**config.mk**
```make
export PLATFORM = sky130hd
export DESIGN_NAME = wb_scheduler_flat
export DESIGN_NICKNAME = d
export VERILOG_FILES = /design/src/rtl/wb_scheduler_pkg.sv /design/src/rtl/wb_scheduler_if.sv /design/src/rtl/wb_tag_fifo.sv /design/src/rtl/wb_scheduler.sv /design/src/flat_wrapper.sv
export SDC_FILE = /design/constraint.sdc
export NUM_CORES = 1
export LEC_CHECK = 0
export CORE_MARGIN = 5
export CORE_UTILIZATION = 50
export DETAILED_ROUTE_END_ITERATION = 16
export GPL_TIMING_DRIVEN = 0
export PLACE_DENSITY_LB_ADDON = 0.25
export REMOVE_ABC_BUFFERS = 1
export SKIP_LAST_GASP = 1
export SLEW_MARGIN = 15
export SYNTH_ARGS = -nofsm -noshare
export SYNTH_HDL_FRONTEND = slang
export SYNTH_SLANG_ARGS = --single-unit
```
**constraint.sdc**
```tcl
create_clock -name clk -period 4.3 [get_ports clk]
set_input_delay 0.43 -clock clk [delete_from_list [all_inputs] [get_ports clk]]
set_output_delay 0.43 -clock clk [all_outputs]
set_load 0.01 [all_outputs]
```
**src/rtl/wb_scheduler_pkg.sv**
```systemverilog
// Shared defaults and types for the writeback scheduler.
// Optional stall statistics are enabled with the WB_STALL_STATS_EN macro.
package wb_scheduler_pkg;

   localparam int unsigned DMEM_DATA_WIDTH    = 8;
   localparam int unsigned REG_ADDR_WIDTH     = 3;
   localparam int unsigned WB_MAX_OUTSTANDING = 4;
   localparam int unsigned STALL_CNT_WIDTH    = 16;

   // Source that owns the register-file write port in a given cycle.
   typedef enum logic [1:0] {
      WbNone,
      WbMem,
      WbAlu
   } wb_src_e;

endpackage

```
**src/rtl/wb_scheduler_if.sv**
```systemverilog
// Bus bundle between execute/memory stages and the writeback scheduler.
// The slave modport is the scheduler side; the master modport is the pipeline side.
interface wb_scheduler_if #(
   parameter int unsigned DATA_WIDTH     = wb_scheduler_pkg::DMEM_DATA_WIDTH,
   parameter int unsigned REG_ADDR_WIDTH = wb_scheduler_pkg::REG_ADDR_WIDTH
);
   localparam int unsigned NumRegs = 2 ** REG_ADDR_WIDTH;

   logic                      alu_valid;
   logic [REG_ADDR_WIDTH-1:0] alu_rd;
   logic [DATA_WIDTH-1:0]     alu_z;
   logic                      alu_ready;
   logic                      ld_issue;
   logic [REG_ADDR_WIDTH-1:0] ld_rd;
   logic                      ld_ready;
   logic                      mem_valid;
   logic [DATA_WIDTH-1:0]     mem_value;
   logic                      rf_we;
   logic [REG_ADDR_WIDTH-1:0] rf_waddr;
   logic [DATA_WIDTH-1:0]     rf_wdata;
   logic [NumRegs-1:0]        busy;
   logic                      err;

   modport master (
      output alu_valid, alu_rd, alu_z, ld_issue, ld_rd, mem_valid, mem_value,
      input  alu_ready, ld_ready, rf_we, rf_waddr, rf_wdata, busy, err
   );

   modport slave (
      input  alu_valid, alu_rd, alu_z, ld_issue, ld_rd, mem_valid, mem_value,
      output alu_ready, ld_ready, rf_we, rf_waddr, rf_wdata, busy, err
   );

endinterface

```
**src/rtl/wb_tag_fifo.sv**
```systemverilog
// In-order FIFO of destination-register tags for loads in flight.
// Push and pop may occur in the same cycle; callers must not push when full without popping.
module wb_tag_fifo
   import wb_scheduler_pkg::*;
#(
   parameter int unsigned TAG_WIDTH  = wb_scheduler_pkg::REG_ADDR_WIDTH,
   parameter int unsigned DEPTH      = wb_scheduler_pkg::WB_MAX_OUTSTANDING,
   localparam int unsigned PtrWidth   = $clog2(DEPTH),
   localparam int unsigned CountWidth = PtrWidth + 1
) (
   input  logic                  clk,
   input  logic                  rst,
   input  logic                  push_i,
   input  logic                  pop_i,
   input  logic [TAG_WIDTH-1:0]  din_i,
   output logic [TAG_WIDTH-1:0]  dout_o,
   output logic                  full_o,
   output logic                  empty_o,
   output logic [CountWidth-1:0] count_o
);

   logic [TAG_WIDTH-1:0]  mem_q [DEPTH];
   logic [PtrWidth-1:0]   wr_ptr_q, wr_ptr_d;
   logic [PtrWidth-1:0]   rd_ptr_q, rd_ptr_d;
   logic [CountWidth-1:0] count_q, count_d;

   always_comb begin
      wr_ptr_d = wr_ptr_q;
      rd_ptr_d = rd_ptr_q;
      count_d  = count_q;
      // Pointers wrap naturally because DEPTH is a power of two.
      if (push_i) wr_ptr_d = wr_ptr_q + PtrWidth'(1);
      if (pop_i)  rd_ptr_d = rd_ptr_q + PtrWidth'(1);
      case ({push_i, pop_i})
         2'b10:   count_d = count_q + CountWidth'(1);
         2'b01:   count_d = count_q - CountWidth'(1);
         default: count_d = count_q;
      endcase
   end

   always_ff @(posedge clk) begin
      if (rst) begin
         wr_ptr_q <= '0;
         rd_ptr_q <= '0;
         count_q  <= '0;
      end else begin
         wr_ptr_q <= wr_ptr_d;
         rd_ptr_q <= rd_ptr_d;
         count_q  <= count_d;
      end
   end

   always_ff @(posedge clk) begin
      if (push_i) mem_q[wr_ptr_q] <= din_i;
   end

   assign dout_o  = mem_q[rd_ptr_q];
   assign full_o  = (count_q == CountWidth'(DEPTH));
   assign empty_o = (count_q == '0);
   assign count_o = count_q;

endmodule

```
**src/rtl/wb_scheduler.sv**
```systemverilog
// Arbitrates the single register-file write port between ALU results and load returns.
// Define WB_STALL_STATS_EN to add the saturating stall_cnt output.
module wb_scheduler
   import wb_scheduler_pkg::*;
#(
   parameter int unsigned DATA_WIDTH      = wb_scheduler_pkg::DMEM_DATA_WIDTH,
   parameter int unsigned REG_ADDR_WIDTH  = wb_scheduler_pkg::REG_ADDR_WIDTH,
   parameter int unsigned MAX_OUTSTANDING = wb_scheduler_pkg::WB_MAX_OUTSTANDING
) (
   input  logic clk,
   input  logic rst,
   wb_scheduler_if.slave bus
`ifdef WB_STALL_STATS_EN
   ,
   output logic [STALL_CNT_WIDTH-1:0] stall_cnt
`endif
);

   localparam int unsigned NumRegs    = 2 ** REG_ADDR_WIDTH;
   localparam int unsigned CountWidth = $clog2(MAX_OUTSTANDING) + 1;

   logic                      fifo_full, fifo_empty;
   logic [CountWidth-1:0]     fifo_count;
   logic [REG_ADDR_WIDTH-1:0] head_tag;
   logic                      unused_count;

   logic                      mem_valid_eff, ld_ready, alu_ready, ld_accept;
   wb_src_e                   src;

   logic [NumRegs-1:0]        busy_q, busy_d;
   logic                      err_q, err_d;
   logic                      rf_we_q, rf_we_d;
   logic [REG_ADDR_WIDTH-1:0] rf_waddr_q, rf_waddr_d;
   logic [DATA_WIDTH-1:0]     rf_wdata_q, rf_wdata_d;

   wb_tag_fifo #(
      .TAG_WIDTH (REG_ADDR_WIDTH),
      .DEPTH     (MAX_OUTSTANDING)
   ) u_tag_fifo (
      .clk     (clk),
      .rst     (rst),
      .push_i  (ld_accept),
      .pop_i   (mem_valid_eff),
      .din_i   (bus.ld_rd),
      .dout_o  (head_tag),
      .full_o  (fifo_full),
      .empty_o (fifo_empty),
      .count_o (fifo_count)
   );

   assign unused_count = ^fifo_count;

   // ld_ready looks at the pre-pop occupancy, so a full FIFO refuses even when popping.
   assign mem_valid_eff = bus.mem_valid & ~fifo_empty;
   assign ld_ready      = ~fifo_full & ~busy_q[bus.ld_rd];
   assign alu_ready     = ~mem_valid_eff & ~busy_q[bus.alu_rd];
   assign ld_accept     = bus.ld_issue & ld_ready;

   always_comb begin
      if (mem_valid_eff)                   src = WbMem;
      else if (bus.alu_valid && alu_ready) src = WbAlu;
      else                                 src = WbNone;
   end

   always_comb begin
      busy_d = busy_q;
      if (mem_valid_eff) busy_d[head_tag]   = 1'b0;
      if (ld_accept)     busy_d[bus.ld_rd] = 1'b1;
      err_d      = err_q | (bus.mem_valid & fifo_empty);
      rf_we_d    = (src != WbNone);
      rf_waddr_d = rf_waddr_q;
      rf_wdata_d = rf_wdata_q;
      unique case (src)
         WbMem: begin
            rf_waddr_d = head_tag;
            rf_wdata_d = bus.mem_value;
         end
         WbAlu: begin
            rf_waddr_d = bus.alu_rd;
            rf_wdata_d = bus.alu_z;
         end
         default: ;
      endcase
   end

   always_ff @(posedge clk) begin
      if (rst) begin
         busy_q     <= '0;
         err_q      <= 1'b0;
         rf_we_q    <= 1'b0;
         rf_waddr_q <= '0;
         rf_wdata_q <= '0;
      end else begin
         busy_q     <= busy_d;
         err_q      <= err_d;
         rf_we_q    <= rf_we_d;
         rf_waddr_q <= rf_waddr_d;
         rf_wdata_q <= rf_wdata_d;
      end
   end

   assign bus.alu_ready = alu_ready;
   assign bus.ld_ready  = ld_ready;
   assign bus.rf_we     = rf_we_q;
   assign bus.rf_waddr  = rf_waddr_q;
   assign bus.rf_wdata  = rf_wdata_q;
   assign bus.busy      = busy_q;
   assign bus.err       = err_q;

`ifdef WB_STALL_STATS_EN
   logic [STALL_CNT_WIDTH-1:0] stall_cnt_q, stall_cnt_d;

   always_comb begin
      stall_cnt_d = stall_cnt_q;
      if (bus.alu_valid && !alu_ready && (stall_cnt_q != '1)) begin
         stall_cnt_d = stall_cnt_q + STALL_CNT_WIDTH'(1);
      end
   end

   always_ff @(posedge clk) begin
      if (rst) stall_cnt_q <= '0;
      else     stall_cnt_q <= stall_cnt_d;
   end

   assign stall_cnt = stall_cnt_q;
`endif

endmodule

```
**src/flat_wrapper.sv**
```systemverilog
// flat-port wrapper written by rule: the top's interface ports become plain ports
module wb_scheduler_flat import wb_scheduler_pkg::*;
#(
   parameter int unsigned DATA_WIDTH      = wb_scheduler_pkg::DMEM_DATA_WIDTH,
   parameter int unsigned REG_ADDR_WIDTH  = wb_scheduler_pkg::REG_ADDR_WIDTH,
   parameter int unsigned MAX_OUTSTANDING = wb_scheduler_pkg::WB_MAX_OUTSTANDING
)
  (clk, rst, bus_alu_valid, bus_alu_rd, bus_alu_z, bus_ld_issue, bus_ld_rd, bus_mem_valid, bus_mem_value, bus_alu_ready, bus_ld_ready, bus_rf_we, bus_rf_waddr, bus_rf_wdata, bus_busy, bus_err);
  wb_scheduler_if #(.DATA_WIDTH(DATA_WIDTH), .REG_ADDR_WIDTH(REG_ADDR_WIDTH)) bus_i ();
  input  logic clk;
  input  logic rst;
  input wire logic [$bits(bus_i.alu_valid)-1:0] bus_alu_valid;
  input wire logic [$bits(bus_i.alu_rd)-1:0] bus_alu_rd;
  input wire logic [$bits(bus_i.alu_z)-1:0] bus_alu_z;
  input wire logic [$bits(bus_i.ld_issue)-1:0] bus_ld_issue;
  input wire logic [$bits(bus_i.ld_rd)-1:0] bus_ld_rd;
  input wire logic [$bits(bus_i.mem_valid)-1:0] bus_mem_valid;
  input wire logic [$bits(bus_i.mem_value)-1:0] bus_mem_value;
  output wire logic [$bits(bus_i.alu_ready)-1:0] bus_alu_ready;
  output wire logic [$bits(bus_i.ld_ready)-1:0] bus_ld_ready;
  output wire logic [$bits(bus_i.rf_we)-1:0] bus_rf_we;
  output wire logic [$bits(bus_i.rf_waddr)-1:0] bus_rf_waddr;
  output wire logic [$bits(bus_i.rf_wdata)-1:0] bus_rf_wdata;
  output wire logic [$bits(bus_i.busy)-1:0] bus_busy;
  output wire logic [$bits(bus_i.err)-1:0] bus_err;
  assign bus_i.alu_valid = bus_alu_valid;
  assign bus_i.alu_rd = bus_alu_rd;
  assign bus_i.alu_z = bus_alu_z;
  assign bus_i.ld_issue = bus_ld_issue;
  assign bus_i.ld_rd = bus_ld_rd;
  assign bus_i.mem_valid = bus_mem_valid;
  assign bus_i.mem_value = bus_mem_value;
  assign bus_alu_ready = bus_i.alu_ready;
  assign bus_ld_ready = bus_i.ld_ready;
  assign bus_rf_we = bus_i.rf_we;
  assign bus_rf_waddr = bus_i.rf_waddr;
  assign bus_rf_wdata = bus_i.rf_wdata;
  assign bus_busy = bus_i.busy;
  assign bus_err = bus_i.err;
  wb_scheduler #(.DATA_WIDTH(DATA_WIDTH), .REG_ADDR_WIDTH(REG_ADDR_WIDTH), .MAX_OUTSTANDING(MAX_OUTSTANDING)) u_core (.clk(clk), .rst(rst), .bus(bus_i));
endmodule
```
==> flow_summary.toml <==
[route]
num_vias = 1577
ant_nets = 0
drt-pass1-iter-count = 4
drc_errors = 0
wire_per_inst_um = 16.0
drtIter0Drc = 79
wl_mm = 4.67
via_per_inst = 5.42

[clock_tree]
clkLatencyLatePin_ps = 300
post_cts_buffers = 0
clock-root-buffer = "clkbuf_8"
clk_pin_slew_ps = 80
cts_buffers = 5
cts_tree = "built"
cts_buffer_depth = 2
hold_buffers = 0
clock-sinks = 42
cts_max_level = 2
cts_resized = 0

[grt]
grt_max_degree = 22
grt_usage_pct = 18.1
antenna_found_initial = 0
grt_pass1_wl_mm = 7.45
grt_pass1_vias = 1533
grt-ovfl-total = 0

[logic_synthesis]
synth_cells = 194
synthArstFlopShare_pct = 0
synth.distinct_cells = 44
ys_ff_latch = 42
synth_edf_count = 12
syn_avg_cell_area_um2 = 10.3
synth_top_area_share_pct = 30.2
yosysWarnings = 0
yosysTopAreaCell = "dfxtp_1"
ys_seq_area_share_pct = 48.3
synth_area_leaders = "dfxtp_1 (30%), edfxtp_1 (18%), nand2_1 (5.5%)"
ys.flop_type = "dfxtp_1"
syn-cell-area_um2 = 1990

[cells_and_area]
drive_gt1_share_pct = 9.54
fin_util_pct = 66.0
final_nets = 273
diodes = 0
final_area_um2 = 2580
area_growth_syn_to_layout_pct = 29.9

[sta]
tns_ps = 0
setup_viol = 0
worst_hold_slack_ps = 478
period_needed_ps = 3600
fin_skew_ps = 4.99
slew_viol_final = 0
max_freq_ghz = 0.278
worst_pin_slew_ps = 1080
fin_crit_sh_pct = 83.8
fin_ws_ps = 697
slew_headroom_pct = 28.0
finalHoldViolations = 0
rsz0062_at_grt = "false"

[status]
outcome = "finished clean"

[setup_path]
r2r_start = "u_core.u_tag_fifo.count_o[2]"
start_kind = "register"
cp_max_fo = 14
reg2reg_slack_ps = 1200
rr_worst_depth = 8
worstSetupEndpointType = "primary output"
crit_arrival_ps = 3170
required_ps = 3870
crit_type = "register to primary output"
r2r_end = "u_core.u_tag_fifo.count_o[2]"

[die]
die_y_um = 73.1
start_util_pct = 50.8
rows = 23
die_area_um2 = 5340
die_w_um = 73.1
ios = 50
core_um2 = 3910

[pwr]
ir_worst_vdd_mv = 0.338
power.share.clock_pct = 19.6
comb_power_share_pct = 38.6
power.leakage_nw = 0.918
power.density_nw_per_um2 = 503
switchingPower_uw = 461
p_sw_share_pct = 35.5
pwr-share-seq_pct = 41.9
internal-power_uw = 838

[min_path]
min-delay-start = "u_core.bus.err"
min_to = "u_core.bus.err"
min_path_type = "register to register"
whs_path_depth = 2

[placement]
gp_congestion = 0.815
numPortBuffers = 49
dpl.hpwl_mm = 3.35
place_area_um2 = 2500
preCtsSetupSlack_ps = 822

[flow_run]
cap_viol_max_count = 0
per-layer routing:
layer / wire, µm / global-route usage (%) / part of all wire (%) / vias up
met5: 0 / 0 / 0 / -
met2: 2040 / 28.2 / 44 / 53
met3: 388 / 4.68 / 8.3 / 7
met4: 71 / 6.35 / 1.5 / 0
met1: 2160 / 24.3 / 46 / 723
li1: - / - / - / 794
synth_stat cells, types with 2 or more instances:
cell type / number
nor3_1: 9
o221ai_1: 2
inv_1: 8
o31ai_1: 5
o211ai_1: 7
or2_2: 3
a21oi_1: 4
buf_1: 2
a31oi_1: 2
nor3b_1: 2
edfxtp_1: 12
and2_1: 4
o21ai_0: 4
nor2_1: 13
nand2_1: 29
nand2b_1: 6
ha_1: 5
mux2i_1: 4
clkbuf_1: 6
dfxtp_1: 30
a311oi_1: 9
mux4_2: 4
xor2_1: 3
final cells by class:
type	instances	area, µm²
tap	50	62.6
clock buffer	5	68.8
inverter	9	33.8
clock inverter	3	20.0
timing repair buffer	49	490
fill	346	1330
multi-input combinational	133	948
sequential	42	961
metrics by stage:
step	cells	power [mW]
after global placement	283	1.04
final	291	1.30
after floorplan	184	0.848
after global routing	291	1.38
after CTS	291	1.31
after detailed placement	283	1.06
worst max path at each step:
stage | startpoint | cells past startpoint | endpoint
4_1_cts | u_core.u_tag_fifo.count_o[2] | 4 | bus_alu_ready
3_3_place_gp | bus_ld_rd[1] | 11 | u_core.u_tag_fifo.count_o[2]
2_1_floorplan | u_core.u_tag_fifo.count_o[2] | 8 | u_core.u_tag_fifo.count_o[2]
5_1_grt | u_core.u_tag_fifo.count_o[2] | 4 | bus_alu_ready
3_5_place_dp | bus_ld_rd[1] | 11 | u_core.u_tag_fifo.count_o[2]
6_report | u_core.u_tag_fifo.count_o[2] | 4 | bus_alu_ready
cell families after synthesis:
family	Yosys count	synth area share [%]
xor gates and xnor gates	4	1.76
buffers and inverters	19	4.02
DFF	42	48.3
AOI/OAI and AO/OA	39	15.2
muxes	11	8.43
adders and majority gates	6	4.15
and+or+nand+nor	73	18.2
critical path, cell delays in order, from the launching register on:
cell and delay (ps):
dfxtp_1 360, o31ai_2 900, o221ai_1 770, nor2_1 280, clkdlybuf4s50_1 560
power groups by stage:
stage	Combinational, mW	Sequential (mW)	Clock, mW
after floorplan	0.286	0.563	0
after CTS	0.506	0.545	0.262
after global placement	0.494	0.551	0
after detailed placement	0.502	0.553	0
final	0.501	0.544	0.254
after global routing	0.553	0.554	0.273
registers in the layout, summed over array words and instances, names as in the netlist, named ones only:
name                        cells
u_core.bus.busy                 8
u_core.bus.err                  1
u_core.bus.rf_waddr             3
u_core.bus.rf_wdata             8
u_core.bus.rf_we                1
u_core.u_tag_fifo.count_o       3
u_core.u_tag_fifo.mem_q        12
u_core.u_tag_fifo.rd_ptr_q      2
u_core.u_tag_fifo.wr_ptr_q      2
placed cells by master (no fill, tap or decap), drive strengths merged, types with 2 or more instances in the layout:
master         count
a31oi              2
ha                 5
nand2b             6
o211ai             7
nor3              10
inv               10
mux2i              4
edfxtp            12
or2                3
a311oi             9
o221ai             2
nand2             29
and2               5
clkbuf             5
xor2               3
o31ai              6
dfxtp             30
nor2              13
clkdlybuf4s50     49
nor3b              2
o21ai              4
mux4               4
mux2               3
a21oi              4
No activity file was read; power rests on OpenSTA's default activity.
